==> src/rtl/seq_tx_if.sv <==
// ============================================================================
// Module      : seq_tx_if
// Description : Request and nibble-bus signals of the sync-framed transmitter.
// Revision    : 1.0 - initial release
// ============================================================================
`default_nettype none

interface seq_tx_if #(
   parameter int PAYLOAD_LEN = 4
);
   logic                     start_i;
   logic [4*PAYLOAD_LEN-1:0] payload_i;
   logic                     abort_i;
   logic [3:0]               data_o;
   logic                     valid_o;
   logic                     busy_o;
   logic                     done_o;

   modport master (
      output start_i, payload_i, abort_i,
      input  data_o, valid_o, busy_o, done_o
   );

   modport slave (
      input  start_i, payload_i, abort_i,
      output data_o, valid_o, busy_o, done_o
   );
endinterface

`default_nettype wire

==> src/rtl/seq_tx.sv <==
// ============================================================================
// Module      : seq_tx
// Description : Emits a 1-0-2-4 sync pattern followed by PAYLOAD_LEN nibbles.
// Revision    : 1.0 - initial release
// ============================================================================
`default_nettype none

module seq_tx #(
   parameter int         PAYLOAD_LEN = 4,
   parameter logic [3:0] IDLE_NIBBLE = 4'hF
) (
   input  wire logic clk_i,
   input  wire logic rst_n_i,
   seq_tx_if.slave   bus
);

   localparam int c_CNT_W = (PAYLOAD_LEN > 1) ? $clog2(PAYLOAD_LEN) : 1;
   localparam int c_SLOTS = 2 ** c_CNT_W;
   localparam logic [c_CNT_W-1:0] c_LAST = c_CNT_W'(PAYLOAD_LEN - 1);

   typedef enum logic [2:0] {
      S_IDLE    = 3'd0,
      S_SYNC_1  = 3'd1,
      S_SYNC_0  = 3'd2,
      S_SYNC_2  = 3'd3,
      S_SYNC_4  = 3'd4,
      S_PAYLOAD = 3'd5
   } state_t;

   state_t                   r_state;
   logic [4*PAYLOAD_LEN-1:0] r_payload;
   logic [c_CNT_W-1:0]       r_cnt;
   logic [3:0]               r_data;
   logic                     r_valid;
   logic                     r_busy;
   logic                     r_done;

   logic [3:0]         w_nib [c_SLOTS];
   logic [c_CNT_W-1:0] w_nxt_idx;

   // Nibble table padded to a power of two so the counter indexes it directly.
   for (genvar gi = 0; gi < c_SLOTS; gi++) begin : g_nib
      if (gi < PAYLOAD_LEN) begin : g_used
         assign w_nib[gi] = r_payload[4*gi +: 4];
      end else begin : g_pad
         assign w_nib[gi] = IDLE_NIBBLE;
      end
   end

   assign w_nxt_idx = r_cnt + c_CNT_W'(1);

   always_ff @(posedge clk_i) begin
      if (!rst_n_i) begin
         r_state   <= S_IDLE;
         r_payload <= '0;
         r_cnt     <= '0;
         r_data    <= IDLE_NIBBLE;
         r_valid   <= 1'b0;
         r_busy    <= 1'b0;
         r_done    <= 1'b0;
      end else begin
         r_done <= 1'b0;
         if (r_state == S_IDLE) begin
            if (bus.start_i) begin
               r_payload <= bus.payload_i;
               r_state   <= S_SYNC_1;
               r_data    <= 4'h1;
               r_valid   <= 1'b1;
               r_busy    <= 1'b1;
            end else begin
               r_data  <= IDLE_NIBBLE;
               r_valid <= 1'b0;
               r_busy  <= 1'b0;
            end
         end else if (bus.abort_i) begin
            r_state <= S_IDLE;
            r_data  <= IDLE_NIBBLE;
            r_valid <= 1'b0;
            r_busy  <= 1'b0;
         end else begin
            case (r_state)
               S_SYNC_1: begin
                  r_state <= S_SYNC_0;
                  r_data  <= 4'h0;
               end
               S_SYNC_0: begin
                  r_state <= S_SYNC_2;
                  r_data  <= 4'h2;
               end
               S_SYNC_2: begin
                  r_state <= S_SYNC_4;
                  r_data  <= 4'h4;
               end
               S_SYNC_4: begin
                  r_state <= S_PAYLOAD;
                  r_cnt   <= '0;
                  r_data  <= w_nib[0];
               end
               S_PAYLOAD: begin
                  if (r_cnt == c_LAST) begin
                     r_state <= S_IDLE;
                     r_data  <= IDLE_NIBBLE;
                     r_valid <= 1'b0;
                     r_busy  <= 1'b0;
                     r_done  <= 1'b1;
                  end else begin
                     r_cnt  <= w_nxt_idx;
                     r_data <= w_nib[w_nxt_idx];
                  end
               end
               default: begin
                  r_state <= S_IDLE;
                  r_data  <= IDLE_NIBBLE;
                  r_valid <= 1'b0;
                  r_busy  <= 1'b0;
               end
            endcase
         end
      end
   end

   assign bus.data_o  = r_data;
   assign bus.valid_o = r_valid;
   assign bus.busy_o  = r_busy;
   assign bus.done_o  = r_done;

endmodule

`default_nettype wire
==> src/flat_wrapper.sv <==
// flat-port wrapper written by rule: the top's interface ports become plain ports
module seq_tx_flat 
#(
   parameter int         PAYLOAD_LEN = 4,
   parameter logic [3:0] IDLE_NIBBLE = 4'hF
)
  (clk_i, rst_n_i, bus_start_i, bus_payload_i, bus_abort_i, bus_data_o, bus_valid_o, bus_busy_o, bus_done_o);
  seq_tx_if #(.PAYLOAD_LEN(PAYLOAD_LEN)) bus_i ();
  input  wire logic clk_i;
  input  wire logic rst_n_i;
  input wire logic [$bits(bus_i.start_i)-1:0] bus_start_i;
  input wire logic [$bits(bus_i.payload_i)-1:0] bus_payload_i;
  input wire logic [$bits(bus_i.abort_i)-1:0] bus_abort_i;
  output wire logic [$bits(bus_i.data_o)-1:0] bus_data_o;
  output wire logic [$bits(bus_i.valid_o)-1:0] bus_valid_o;
  output wire logic [$bits(bus_i.busy_o)-1:0] bus_busy_o;
  output wire logic [$bits(bus_i.done_o)-1:0] bus_done_o;
  assign bus_i.start_i = bus_start_i;
  assign bus_i.payload_i = bus_payload_i;
  assign bus_i.abort_i = bus_abort_i;
  assign bus_data_o = bus_i.data_o;
  assign bus_valid_o = bus_i.valid_o;
  assign bus_busy_o = bus_i.busy_o;
  assign bus_done_o = bus_i.done_o;
  seq_tx #(.PAYLOAD_LEN(PAYLOAD_LEN), .IDLE_NIBBLE(IDLE_NIBBLE)) u_core (.clk_i(clk_i), .rst_n_i(rst_n_i), .bus(bus_i));
endmodule
==> config.mk <==
export PLATFORM = sky130hd
export DESIGN_NAME = seq_tx_flat
export DESIGN_NICKNAME = d
export VERILOG_FILES = /design/src/rtl/seq_tx_if.sv /design/src/rtl/seq_tx.sv /design/src/flat_wrapper.sv
export SDC_FILE = /design/constraint.sdc
export NUM_CORES = 1
export LEC_CHECK = 0
export CELL_PAD_IN_SITES_DETAIL_PLACEMENT = 0
export CELL_PAD_IN_SITES_GLOBAL_PLACEMENT = 1
export CORE_ASPECT_RATIO = 1.25
export CORE_MARGIN = 1.5
export CORE_UTILIZATION = 40
export DETAILED_ROUTE_END_ITERATION = 10
export DONT_BUFFER_PORTS = 1
export PLACE_DENSITY_LB_ADDON = 0.1
export SLEW_MARGIN = 40
export SYNTH_ARGS = -nofsm -noshare
export SYNTH_HDL_FRONTEND = slang
export SYNTH_SLANG_ARGS = --single-unit
==> constraint.sdc <==
create_clock -name clk_i -period 3.7 [get_ports clk_i]
set_input_delay 0.37 -clock clk_i [delete_from_list [all_inputs] [get_ports clk_i]]
set_output_delay 0.37 -clock clk_i [all_outputs]
set_load 0.05 [all_outputs]
Yosys cells after proc, flatten, opt, wreduce, memory -nomap -nowiden
Cells that the tools add are included.

word-level totals
  register bits = 27
  input bits = 20
  output and inout port bits = 7

operators by class
  add/subtract/negate cells = 1
  order comparisons = 1
  equality and inequality tests = 10
  mux-type cells = 21
  bitwise gates (word level) = 5
  reductions and logical operators = 8

operator list
  operator                                               number
  two-way mux 4 bit                                      6
  one-hot mux 4 bit (5 select lines)                     1
  one-hot mux 3 bit (5 select lines)                     1
  two-way mux 3 bit                                      4
  binary-select mux 4 bit (select 2 bit)                 1
  OR reduction 4 bit                                     2
  == test 3 x 2 -> 1 bit, second input constant          2
  == test 3 bit, second input constant                   2
  AND reduction 2 bit                                    3
  two-way mux 1 bit                                      5
  inequality test 2 bit, second input constant           2
  inequality test 4 x 2 -> 1 bit, second input constant  1
  inverter 1 bit                                         4
  one-hot mux 2 bit (2 select lines)                     1
  AND reduction 4 bit                                    1
  == test 3 x 1 -> 1 bit, second input constant          1
  >= comparator 3 bit, second input constant             1
  zero test 3 bit                                        1
  inequality test 3 x 1 -> 1 bit, second input constant  1
  inverter 2 -> 3 bit                                    1
  adder 2 x 1 -> 2 bit, second input constant            1
  == test 2 bit, second input constant                   1
  two-way mux 2 bit                                      1
  one-hot mux 1 bit (2 select lines)                     1
  nonzero test 2 bit                                     1

Depth between registers and ports, before layout
Gate-level depths: netlist (run 1).

  depth in word-level cells = 9
  mapped depth = 7
  mapped depth without buffers = 5

Least setup slack after synthesis (run 1)
No wires, ideal clock.

  path type = reg-to-reg
  from = reg u_core.r_cnt[0]
  to = reg u_core.r_data[2] (netlist: u_core.bus.data_o[2])
  library setup time = 0.133 ns
  data arrival time = 1.305 ns
  path slack = 2.263 ns
  cell stages (with the launch flop) = 7
  path buffers = 1
  cell sequence = dfxtp_1 > ha_1 > buf_2 > nor2b_1 > a211o_1 > a31oi_1 > o221ai_1

between the ends
  longest elaborated chain between the ends = 9
  elaborated cells between the ends (all ways) = 10

ends and longest elaborated chain
  element                                                line           text
  start: declaration                                     seq_tx.sv:32   logic [c_CNT_W-1:0] r_cnt;
  start signal: assignment                               seq_tx.sv:107  r_cnt <= w_nxt_idx;
  adder 2 x 1 -> 2 bit                                   seq_tx.sv:50   assign w_nxt_idx = r_cnt + c_CNT_W'(1);
  inverter 2 -> 3 bit (not written as such)              seq_tx.sv:108  r_data <= w_nib[w_nxt_idx];
  binary-select mux 4 bit (select 2 bit)                 seq_tx.sv:108
  two-way mux 4 bit (not written as such) (2 in series)  seq_tx.sv:108
  two-way mux 4 bit (*)                                  seq_tx.sv:100  if (r_cnt == c_LAST) begin
  one-hot mux 4 bit (5 select lines) (*)                 seq_tx.sv:81   case (r_state)
  two-way mux 4 bit (*)                                  seq_tx.sv:75   end else if (bus.abort_i) begin
  two-way mux 4 bit (*)                                  seq_tx.sv:63   if (r_state == S_IDLE) begin
  end signal: assignment                                 seq_tx.sv:97   r_data <= w_nib[0];
  end signal: assignment                                 seq_tx.sv:108
  end: declaration                                       seq_tx.sv:33   logic [3:0] r_data;

Mark *: on every way between the ends. The rest lies on a longest branch, timed or not. The select of a mux whose other input is x is not followed.
A chain may end at the register's enable or synchronous reset.

Worst setup path after layout (run 1)
  from = reg u_core.r_cnt[0]
  to = reg u_core.r_data[0] (netlist: u_core.bus.data_o[0])

The elaborated chain is that of the path after synthesis.

==> impl_metrics.env, run 1 <==
export IMPL_rsz0062_at_grt="false"
export IMPL_clock_skew_ps=8.272
export IMPL_synthToLayoutAreaGrowth_pct=1.050
export IMPL_cts_buffers_inserted=3
export IMPL_antenna_found_initial=0
export IMPL_layout_drive_gt1_share=0.06250
export IMPL_ys_seq_area_frac=0.4122
export IMPL_synth_top_area_cell="dfxtp_1"
export IMPL_synth_seq_cells=27
export IMPL_period_needed_ps=1793
export IMPL_tns_ps=0
export IMPL_crit_path_max_incr_delay_ps=540
export IMPL_grt_overflow=0
export IMPL_cts_sinks=27
export IMPL_yosys_warnings=0
export IMPL_grt_usage=0.1694
export IMPL_relSlewSlack=0.5606
export IMPL_timing_max_cap_violations=0
export IMPL_avgSynthCellArea_sq_um=8.570
export IMPL_netlist_area_sq_mm=0.001311
export IMPL_die_area_sq_mm=0.003633
export IMPL_num_fill_cells=340
export IMPL_end_kind="flop"
export IMPL_tightest_slew_ps=659.1
export IMPL_pre_cts_ws_ps=1874
export IMPL_fp_dieW_um=54.21
export IMPL_grt_max_degree=25
export IMPL_crit_path_start_kind="flop"
export IMPL_cts_tree="built"
export IMPL_synthDistinctLibCells=37
export IMPL_initial_core_util=0.4142
export IMPL_gp_congestion=0.7796
export IMPL_dp_cells=177
export IMPL_postRouteAntennaNets=0
export IMPL_finalCritPeriodShare=0.4846
export IMPL_crit_chain="ha_1 -> mux2i_1 -> nor2_1 -> a221oi_1 -> o21ai_0"
export IMPL_slew_violations=0
export IMPL_port_buffers=0
export IMPL_n_antenna_cell=0
export IMPL_status="finished clean"
export IMPL_synth_flop_cell="dfxtp_1"
export IMPL_setup_ws_ps=1907
export IMPL_cts_setup_buffers=0
export IMPL_ir_worst_vdd_mv=0.2801
export IMPL_final_util=0.4186
export IMPL_worst_endpoint_required_ps=3860
export IMPL_fin_area_sq_mm=0.001325
export IMPL_path_max_fanout=9
export IMPL_fmax_mhz=557.8
export IMPL_crit_slowest_cell="ha_1"
export IMPL_nNetsFinal=166
export IMPL_htreeDepth=1
export IMPL_firstDrtPassIters=4
export IMPL_routedWlPerCell_um=15.03
export IMPL_drc=0
export IMPL_syn_nets=174
export IMPL_reg2reg_slack_ps=1910
export IMPL_clock_latency_ps=270
export IMPL_min_path_type="in2reg"
export IMPL_cts_hold_buffers=0
export IMPL_post_dp_hpwl_mm=1.946
export IMPL_stdcell_count=181
export IMPL_first_global_vias=972
export IMPL_finalHoldViolCount=0
export IMPL_placeableCoreArea_sq_mm=0.003166
export IMPL_postPlaceCellArea_sq_mm=0.001276
export IMPL_synth_edff_count=0
export IMPL_drt_wl_total_mm=2.720
export IMPL_synthCells=153
export IMPL_rows=23
export IMPL_critPathKind="reg2reg"
export IMPL_fp_dieH_um=67.02
export IMPL_drt_vias_per_instance=5.387
export IMPL_synth_top_area_share=0.4122
export IMPL_num_vias=975
export IMPL_power_density_mw_per_mm2=485.0
export IMPL_cts_resized=0
export IMPL_grt_pass1_wl_mm=4.567
export IMPL_cts_root_buf="clkbuf_8"
export IMPL_p_leak_nw=0.4676
export IMPL_synth_top_cells_by_area="dfxtp_1 41%, nand2_1 11%, a21boi_0 5.2%, a21boi_1 5.2%, mux4_2 3.4%"
export IMPL_clk_path_buf_depth=2
export IMPL_ios=27
export IMPL_ys_async_sr_fraction=0
export IMPL_finalSetupViolCount=0
export IMPL_drt_iter0_markers=24
export IMPL_clkTransAtPathRegs_ps=100
export IMPL_cp_data_arrival_time_ps=1960
-- cells in the mapped netlist (all sizes together), types with 2 or more instances --
| master | instances |
|---|---|
| a21boi | 18 |
| a21oi | 5 |
| a22oi | 2 |
| a32oi | 2 |
| and3 | 2 |
| buf | 10 |
| clkbuf | 3 |
| dfxtp | 27 |
| inv | 3 |
| mux2i | 2 |
| mux4 | 2 |
| nand2 | 37 |
| nand2b | 4 |
| nand3b | 2 |
| nor2 | 9 |
| nor2b | 3 |
| nor3 | 4 |
| o21ai | 3 |
-- logic make-up after synthesis --
| kind of cell | after synthesis | synth area share |
|---|---|---|
| compound gates | 38 | 0.2156 |
| xor+xnor | 1 | 0.006681 |
| fa+ha+maj | 2 | 0.01717 |
| buf+inv | 16 | 0.07156 |
| flops | 27 | 0.4122 |
| mux | 4 | 0.04962 |
| simple gates | 65 | 0.2271 |
-- placed cells by master, fill, tap and decap left out, drive strengths merged, types with 2 or more instances in the layout --
cell    Yosys  routed
nor3        4       4
a32oi       2       2
nor2        9       9
mux2i       2       2
nand2b      4       4
o21ai       3       3
a22oi       2       2
and3        2       2
nor2b       3       3
a21oi       5       5
nand2      37      37
dfxtp      27      27
inv         3       3
nand3b      2       2
a21boi     18      18
mux4        2       2
clkbuf      3       3
-- per-stage QoR --
step                      hold slack (ps)  total power, mW
after detailed placement            449.4           0.4782
after floorplan                     430.5           0.4709
after global placement              448.6           0.4741
final                               198.5           0.6426
after CTS                           197.3           0.6519
after global routing                179.2           0.6824
-- registers in the layout (all words and copies together) (netlist names) --
signal / cells
u_core.bus.data_o: 4
u_core.bus.valid_o: 1
u_core.r_state: 3
u_core.bus.done_o: 1
u_core.r_cnt: 2
u_core.r_payload: 16
-- per-layer routing --
layer | track usage | routed length (um) | up-vias
met5 | 0 | 0 | -
met4 | 0.02813 | 10 | 0
met3 | 0.02691 | 80 | 2
met2 | 0.2907 | 1349 | 18
met1 | 0.2210 | 1278 | 451
li1 | - | - | 504
-- worst max-delay path: cells and delay by family (launching register included) --
| family | cells | cell delay [ps] |
|---|---|---|
| fa+ha+maj | 1 | 540 |
| mux | 1 | 250 |
| compound gates | 2 | 400 |
| flops | 1 | 430 |
| simple gates | 1 | 60 |
-- path summary, 6_finish.rpt --
kind | cells past startpoint | from | endpoint
worst min register to register | 2 | u_core.r_payload[7] | u_core.r_payload[7]
worst max-delay path | 5 | u_core.r_cnt[0] | u_core.bus.data_o[0]
worst max register to register | 5 | u_core.r_cnt[0] | u_core.bus.data_o[0]
worst min-delay path | 1 | rst_n_i | u_core.bus.data_o[1]
-- report_power, final --
part           switching (mW)  leakage, nW  internal, mW  total (mW)
registers              0.0573        0.222         0.317       0.375
logic                  0.0502        0.224        0.0434      0.0936
clock network          0.0979       0.0217        0.0764       0.174
-- cell type report --
class                           instances  area (sq um)  share of cell area
Multi-Input combinational cell        110         676.9              0.5109
Sequential cell                        27         541.8              0.4089
Tap cell                               37         46.29             0.03494
Clock buffer                            3         41.29             0.03116
Inverter                                3         11.26            0.008499
Clock inverter                          1         7.507            0.005666
No activity file was read; power rests on OpenSTA's default activity.
==> inputs of run 2 (changes only) <==
==> constraint.sdc (replaced) <==
create_clock -name clk_i -period 1.8 [get_ports clk_i]
set_input_delay 0.18 -clock clk_i [delete_from_list [all_inputs] [get_ports clk_i]]
set_output_delay 0.18 -clock clk_i [all_outputs]
set_load 0.05 [all_outputs]
==> run 2 against run 1 <==
  * Clock-buffer cell count increased by 1
  * Hold slack got worse by 170 ps
  * Register-to-register slack worse by 1700 ps
  * Critical path depth did not move
  * Final cell count rose by 3.9%
  * Power rose by 110%
  * Setup slack worse by 1700 ps
  * First-iteration DRC count fell by 42%
  * Routed wire length grew 2.7%
  * Sequential share of layout area is 1.5 points lower
  * Maximum frequency increased by 12%
  * Design area rose by 3.6%
  * Critical path type unchanged
  * Largest cell class unchanged
  * Largest power group unchanged
  * Highest routed layer unchanged
==> impl_metrics.env, run 2 (synthesis results as in run 1) <==
export IMPL_crit_chain="ha_1 -> mux2i_1 -> nor2_1 -> a221oi_1 -> o21ai_0"
export IMPL_drt_iter0_markers=14
export IMPL_p_leak_nw=0.5045
export IMPL_antenna_found_initial=0
export IMPL_crit_path_max_incr_delay_ps=470
export IMPL_path_max_fanout=9
export IMPL_final_util=0.4336
export IMPL_status="finished clean"
export IMPL_cts_hold_buffers=0
export IMPL_fp_dieW_um=54.21
export IMPL_timing_critical_path_buf_inv=0
export IMPL_drc=0
export IMPL_first_global_vias=955
export IMPL_port_buffers=0
export IMPL_critPathKind="reg2reg"
export IMPL_cts_setup_buffers=0
export IMPL_cp_depth=5
export IMPL_rows=23
export IMPL_ios=27
export IMPL_postRouteAntennaNets=0
export IMPL_placeableCoreArea_sq_mm=0.003166
export IMPL_most_common_layout_cells="37 x nand2_1, 27 x dfxtp_1, 9 x a21boi_1, 9 x nor2_1, 9 x a21boi_0"
export IMPL_final_common_cell="nand2_1"
export IMPL_n_antenna_cell=0
export IMPL_relSlewSlack=0.5282
export IMPL_period_needed_ps=1602
export IMPL_synthToLayoutAreaGrowth_pct=4.676
export IMPL_nNetsFinal=173
export IMPL_timing_max_cap_violations=0
export IMPL_ir_worst_vdd_mv=0.4388
export IMPL_grt_pass1_wl_mm=4.540
export IMPL_tightest_slew_ps=707.7
export IMPL_cp_data_arrival_time_ps=1740
export IMPL_clk_path_buf_depth=2
export IMPL_initial_core_util=0.4142
export IMPL_post_dp_hpwl_mm=2.038
export IMPL_cts_buffers_inserted=3
export IMPL_cts_root_buf="clkbuf_8"
export IMPL_cpLargestDelayFamily="adder cells"
export IMPL_tns_ps=0
export IMPL_fp_dieH_um=67.02
export IMPL_largest_reg_flops=16
export IMPL_rsz0062_at_grt="false"
export IMPL_num_vias=1006
export IMPL_crit_slowest_cell="ha_1"
export IMPL_finalSetupViolCount=0
export IMPL_clock_latency_ps=270
export IMPL_power_density_mw_per_mm2=970.1
export IMPL_drt_vias_per_instance=5.351
export IMPL_die_area_sq_mm=0.003633
export IMPL_whs_path_depth=1
export IMPL_regMostFlops="u_core.r_payload"
export IMPL_r2r_cells=5
export IMPL_worst_endpoint_required_ps=1940
export IMPL_whs_ps=24.72
export IMPL_routedWlPerCell_um=14.86
export IMPL_num_fill_cells=344
export IMPL_crit_path_start_kind="flop"
export IMPL_power_mw=1.332
export IMPL_min_path_type="in2reg"
export IMPL_cts_sinks=27
export IMPL_cts_resized=0
export IMPL_htreeDepth=1
export IMPL_slew_violations=0
export IMPL_grt_max_degree=25
export IMPL_finalCritPeriodShare=0.8897
export IMPL_layout_drive_gt1_share=0.09272
export IMPL_finalHoldViolCount=0
export IMPL_end_kind="flop"
export IMPL_cts_tree="built"
export IMPL_grt_usage=0.1729
export IMPL_firstDrtPassIters=4
export IMPL_grt_overflow=0
export IMPL_clkTransAtPathRegs_ps=90
export IMPL_clock_skew_ps=4.245
export IMPL_drt_wl_total_mm=2.793
export IMPL_fmax_mhz=624.4
export IMPL_gp_congestion=0.8212
## run 2: changes by cell type in the layout (fill, tap and decap cells not counted), sizes merged
cell,delta
buf,+7
clkbuf,+1
clkinvlp,-1
## run 2: through the flow
step	std cells	cell area (sq um)	worst slack (ps)
final	188	1373	198.5
after global routing	188	1373	17.23
after CTS	188	1373	167.6
after detailed placement	184	1328	198.0
after global placement	184	1328	232.6
after floorplan	153	1311	362.5
## run 2: per-layer routing
layer,global-route usage,routed length (um),vias up
met5,0,0,-
met3,0.03363,99,2
met2,0.2756,1374,20
li1,-,-,521
met4,0.05938,20,0
met1,0.2276,1299,463
## run 2: where the power goes
group | switching, mW | internal, mW | total, mW
clock | 0.184 | 0.159 | 0.342
combinational | 0.147 | 0.111 | 0.258
sequential | 0.0795 | 0.652 | 0.731
total | 0.410 | 0.921 | 1.33
## run 2: final cells by class
class / count / area [sq um] / share of cell area
Tap cell: 37 / 46.29 / 0.03373
Inverter: 3 / 11.26 / 0.008204
Clock buffer: 4 / 45.04 / 0.03282
Multi-Input combinational cell: 110 / 676.9 / 0.4932
Sequential cell: 27 / 540.5 / 0.3938
Timing Repair Buffer: 7 / 52.55 / 0.03829
## run 2: worst reg2reg max path, stage by stage, from the launching register on
cell,delay (ps)
dfxtp_1,330
ha_1,470
mux2i_1,220
nor2_1,50
a221oi_1,260
o21ai_0,140
## run 2: final timing paths
check                      startpoint              endpoint  slack [ps]
hold / removal                rst_n_i  u_core.bus.data_o[3]          20
hold reg to reg   u_core.r_payload[7]   u_core.r_payload[7]         460
setup / recovery      u_core.r_cnt[0]  u_core.bus.data_o[0]         200
setup reg to reg      u_core.r_cnt[0]  u_core.bus.data_o[0]         200
==> inputs of run 3 (changes only) <==
--- a/config.mk
+++ b/config.mk
@@ -5,6 +5,7 @@
 export SDC_FILE = /design/constraint.sdc
 export NUM_CORES = 1
 export LEC_CHECK = 0
+export CAP_MARGIN = 20
 export CELL_PAD_IN_SITES_DETAIL_PLACEMENT = 0
 export CELL_PAD_IN_SITES_GLOBAL_PLACEMENT = 1
 export CORE_ASPECT_RATIO = 1.25
==> constraint.sdc (replaced) <==
create_clock -name clk_i -period 1.5 [get_ports clk_i]
set_input_delay 0.15 -clock clk_i [delete_from_list [all_inputs] [get_ports clk_i]]
set_output_delay 0.15 -clock clk_i [all_outputs]
set_load 0.05 [all_outputs]
==> run 3 against run 2 <==
  * Via count rose by 2.2%
  * Clock skew fell by 1.3 ps
  * Setup slack got worse by 120 ps
  * Maximum frequency rose by 13%
  * Critical path type unchanged
  * Highest routed layer unchanged
==> impl_metrics.env, run 3 (synthesis results as in run 1) <==
export IMPL_worst_endpoint_required_ps=1660
export IMPL_finalCritPeriodShare=0.9465
export IMPL_critPathKind="reg2reg"
export IMPL_p_seq_frac=0.548
export IMPL_rows=23
export IMPL_drt_iter0_markers=17
export IMPL_port_buffers=0
export IMPL_power_switching_mw=0.4944
export IMPL_dp_cells=186
export IMPL_routedWlPerCell_um=13.74
export IMPL_grt_pass1_wl_mm=4.540
export IMPL_intPower_mw=1.130
export IMPL_cts_buffers_inserted=3
export IMPL_tightest_slew_ps=483.5
export IMPL_antenna_found_initial=0
export IMPL_largest_reg_flops=16
export IMPL_grt_max_degree=21
export IMPL_fp_dieH_um=67.02
export IMPL_period_needed_ps=1420
export IMPL_rsz0062_at_grt="false"
export IMPL_die_area_sq_mm=0.003633
export IMPL_final_common_cell="nand2_1"
export IMPL_synthToLayoutAreaGrowth_pct=11.64
export IMPL_timing_max_cap_violations=0
export IMPL_postRouteAntennaNets=0
export IMPL_reg2reg_slack_ps=80
export IMPL_drc=0
export IMPL_cts_tree="built"
export IMPL_relSlewSlack=0.6772
export IMPL_most_common_layout_cells="37 x nand2_1, 26 x dfxtp_1, 9 x a21boi_1, 9 x nor2_1, 9 x a21boi_0"
export IMPL_cp_data_arrival_time_ps=1580
export IMPL_p_leak_nw=0.5373
export IMPL_grt_usage=0.1732
export IMPL_whs_path_depth=2
export IMPL_initial_core_util=0.4142
export IMPL_fin_area_sq_mm=0.001464
export IMPL_ir_worst_vdd_mv=0.6195
export IMPL_clock_power_share=0.253
export IMPL_end_kind="flop"
export IMPL_n_antenna_cell=0
export IMPL_pre_cts_ws_ps=-30.38
export IMPL_clkTransAtPathRegs_ps=90
export IMPL_status="finished clean"
export IMPL_cts_sinks=27
export IMPL_clock_skew_ps=2.934
export IMPL_layout_drive_gt1_share=0.1139
export IMPL_whs_ps=5.972
export IMPL_gp_congestion=0.7775
export IMPL_min_path_type="in2reg"
export IMPL_drt_vias_per_instance=5.272
export IMPL_finalHoldViolCount=0
export IMPL_post_dp_hpwl_mm=1.984
export IMPL_fmax_mhz=704.4
export IMPL_finalSetupViolCount=0
export IMPL_power_density_mw_per_mm2=1109
export IMPL_placeableCoreArea_sq_mm=0.003166
export IMPL_cts_root_buf="clkbuf_8"
export IMPL_nNetsFinal=180
export IMPL_setup_ws_ps=80.26
export IMPL_firstDrtPassIters=4
export IMPL_htreeDepth=1
export IMPL_crit_path_start_kind="flop"
export IMPL_path_max_fanout=8
export IMPL_drt_wl_total_mm=2.679
export IMPL_r2r_cells=5
export IMPL_swShare=0.3045
export IMPL_ios=27
export IMPL_slew_violations=0
export IMPL_grt_overflow=0
export IMPL_fp_dieW_um=54.21
export IMPL_clk_path_buf_depth=2
export IMPL_clock_latency_ps=270
export IMPL_power_mw=1.624
export IMPL_first_global_vias=979
export IMPL_stdcell_count=195
export IMPL_num_vias=1028
export IMPL_cts_setup_buffers=0
export IMPL_power_frac_comb=0.199
export IMPL_regMostFlops="u_core.r_payload"
export IMPL_postPlaceCellArea_sq_mm=0.001355
==> run 3: changes by cell type in the layout (fill, tap and decap cells not counted) <==
cell | previous run | this run
dfxtp_1 | 27 | 26
buf_12 | 0 | 1
ha_4 | 0 | 1
dfxtp_2 | 0 | 1
buf_4 | 7 | 8
dlygate4sd3_1 | 0 | 5
ha_1 | 1 | 0
==> run 3: power by group through the flow <==
stage | registers [mW] | clock network, mW | logic, mW
finish | 0.890 | 0.410 | 0.324
global route | 0.902 | 0.460 | 0.364
CTS | 0.892 | 0.424 | 0.329
detailed placement | 0.909 | 0 | 0.317
global placement | 0.909 | 0 | 0.310
floorplan | 0.884 | 0 | 0.277
==> run 3: repair_timing <==
action | in CTS | in global routing
hold buffers | 4 | 1
hold endpoints to repair | 9 | 1
setup endpoints to repair | 2 | 2
gates cloned | 0 | 0
gates resized for setup | 2 | 1
==> run 3: metal layers <==
layer / share of wire / vias to the layer above / global-route usage / wire length (um)
met5: 0 / - / 0 / 0
met2: 0.49 / 18 / 0.2892 / 1316
met1: 0.46 / 475 / 0.2136 / 1225
li1: - / 531 / - / -
met4: 0.014 / 0 / 0.07188 / 38
met3: 0.037 / 4 / 0.02915 / 99
==> run 3: area by class of cell <==
cell class	instances	area, sq um
Clock buffer	4	45.04
Fill cell	327	1702
Inverter	3	11.26
Multi-Input combinational cell	110	689.4
Sequential cell	27	541.8
Tap cell	37	46.29
Timing Repair Buffer	14	130.1
==> run 3: through the flow <==
stage | setup TNS [ps] | utilization
finish | 0 | 0.4625
detailed placement | -43.75 | 0.4281
global placement | -3.543 | 0.4281
floorplan | 0 | -
global route | 0 | 0.4625
CTS | 0 | 0.4589
==> run 3: final timing paths <==
path                                          start                    to
worst max-delay path                u_core.r_cnt[1]  u_core.bus.data_o[0]
worst min-delay path               bus_payload_i[4]   u_core.r_payload[4]
worst max register to register      u_core.r_cnt[1]  u_core.bus.data_o[0]
worst min register to register  u_core.r_payload[0]   u_core.r_payload[0]
==> run 3: worst max-delay path: stages, from the launching register on <==
cell,delay [ps]
dfxtp_1,340
ha_4,320
mux2i_1,180
nor2_1,50
a221oi_1,290
o21ai_0,120
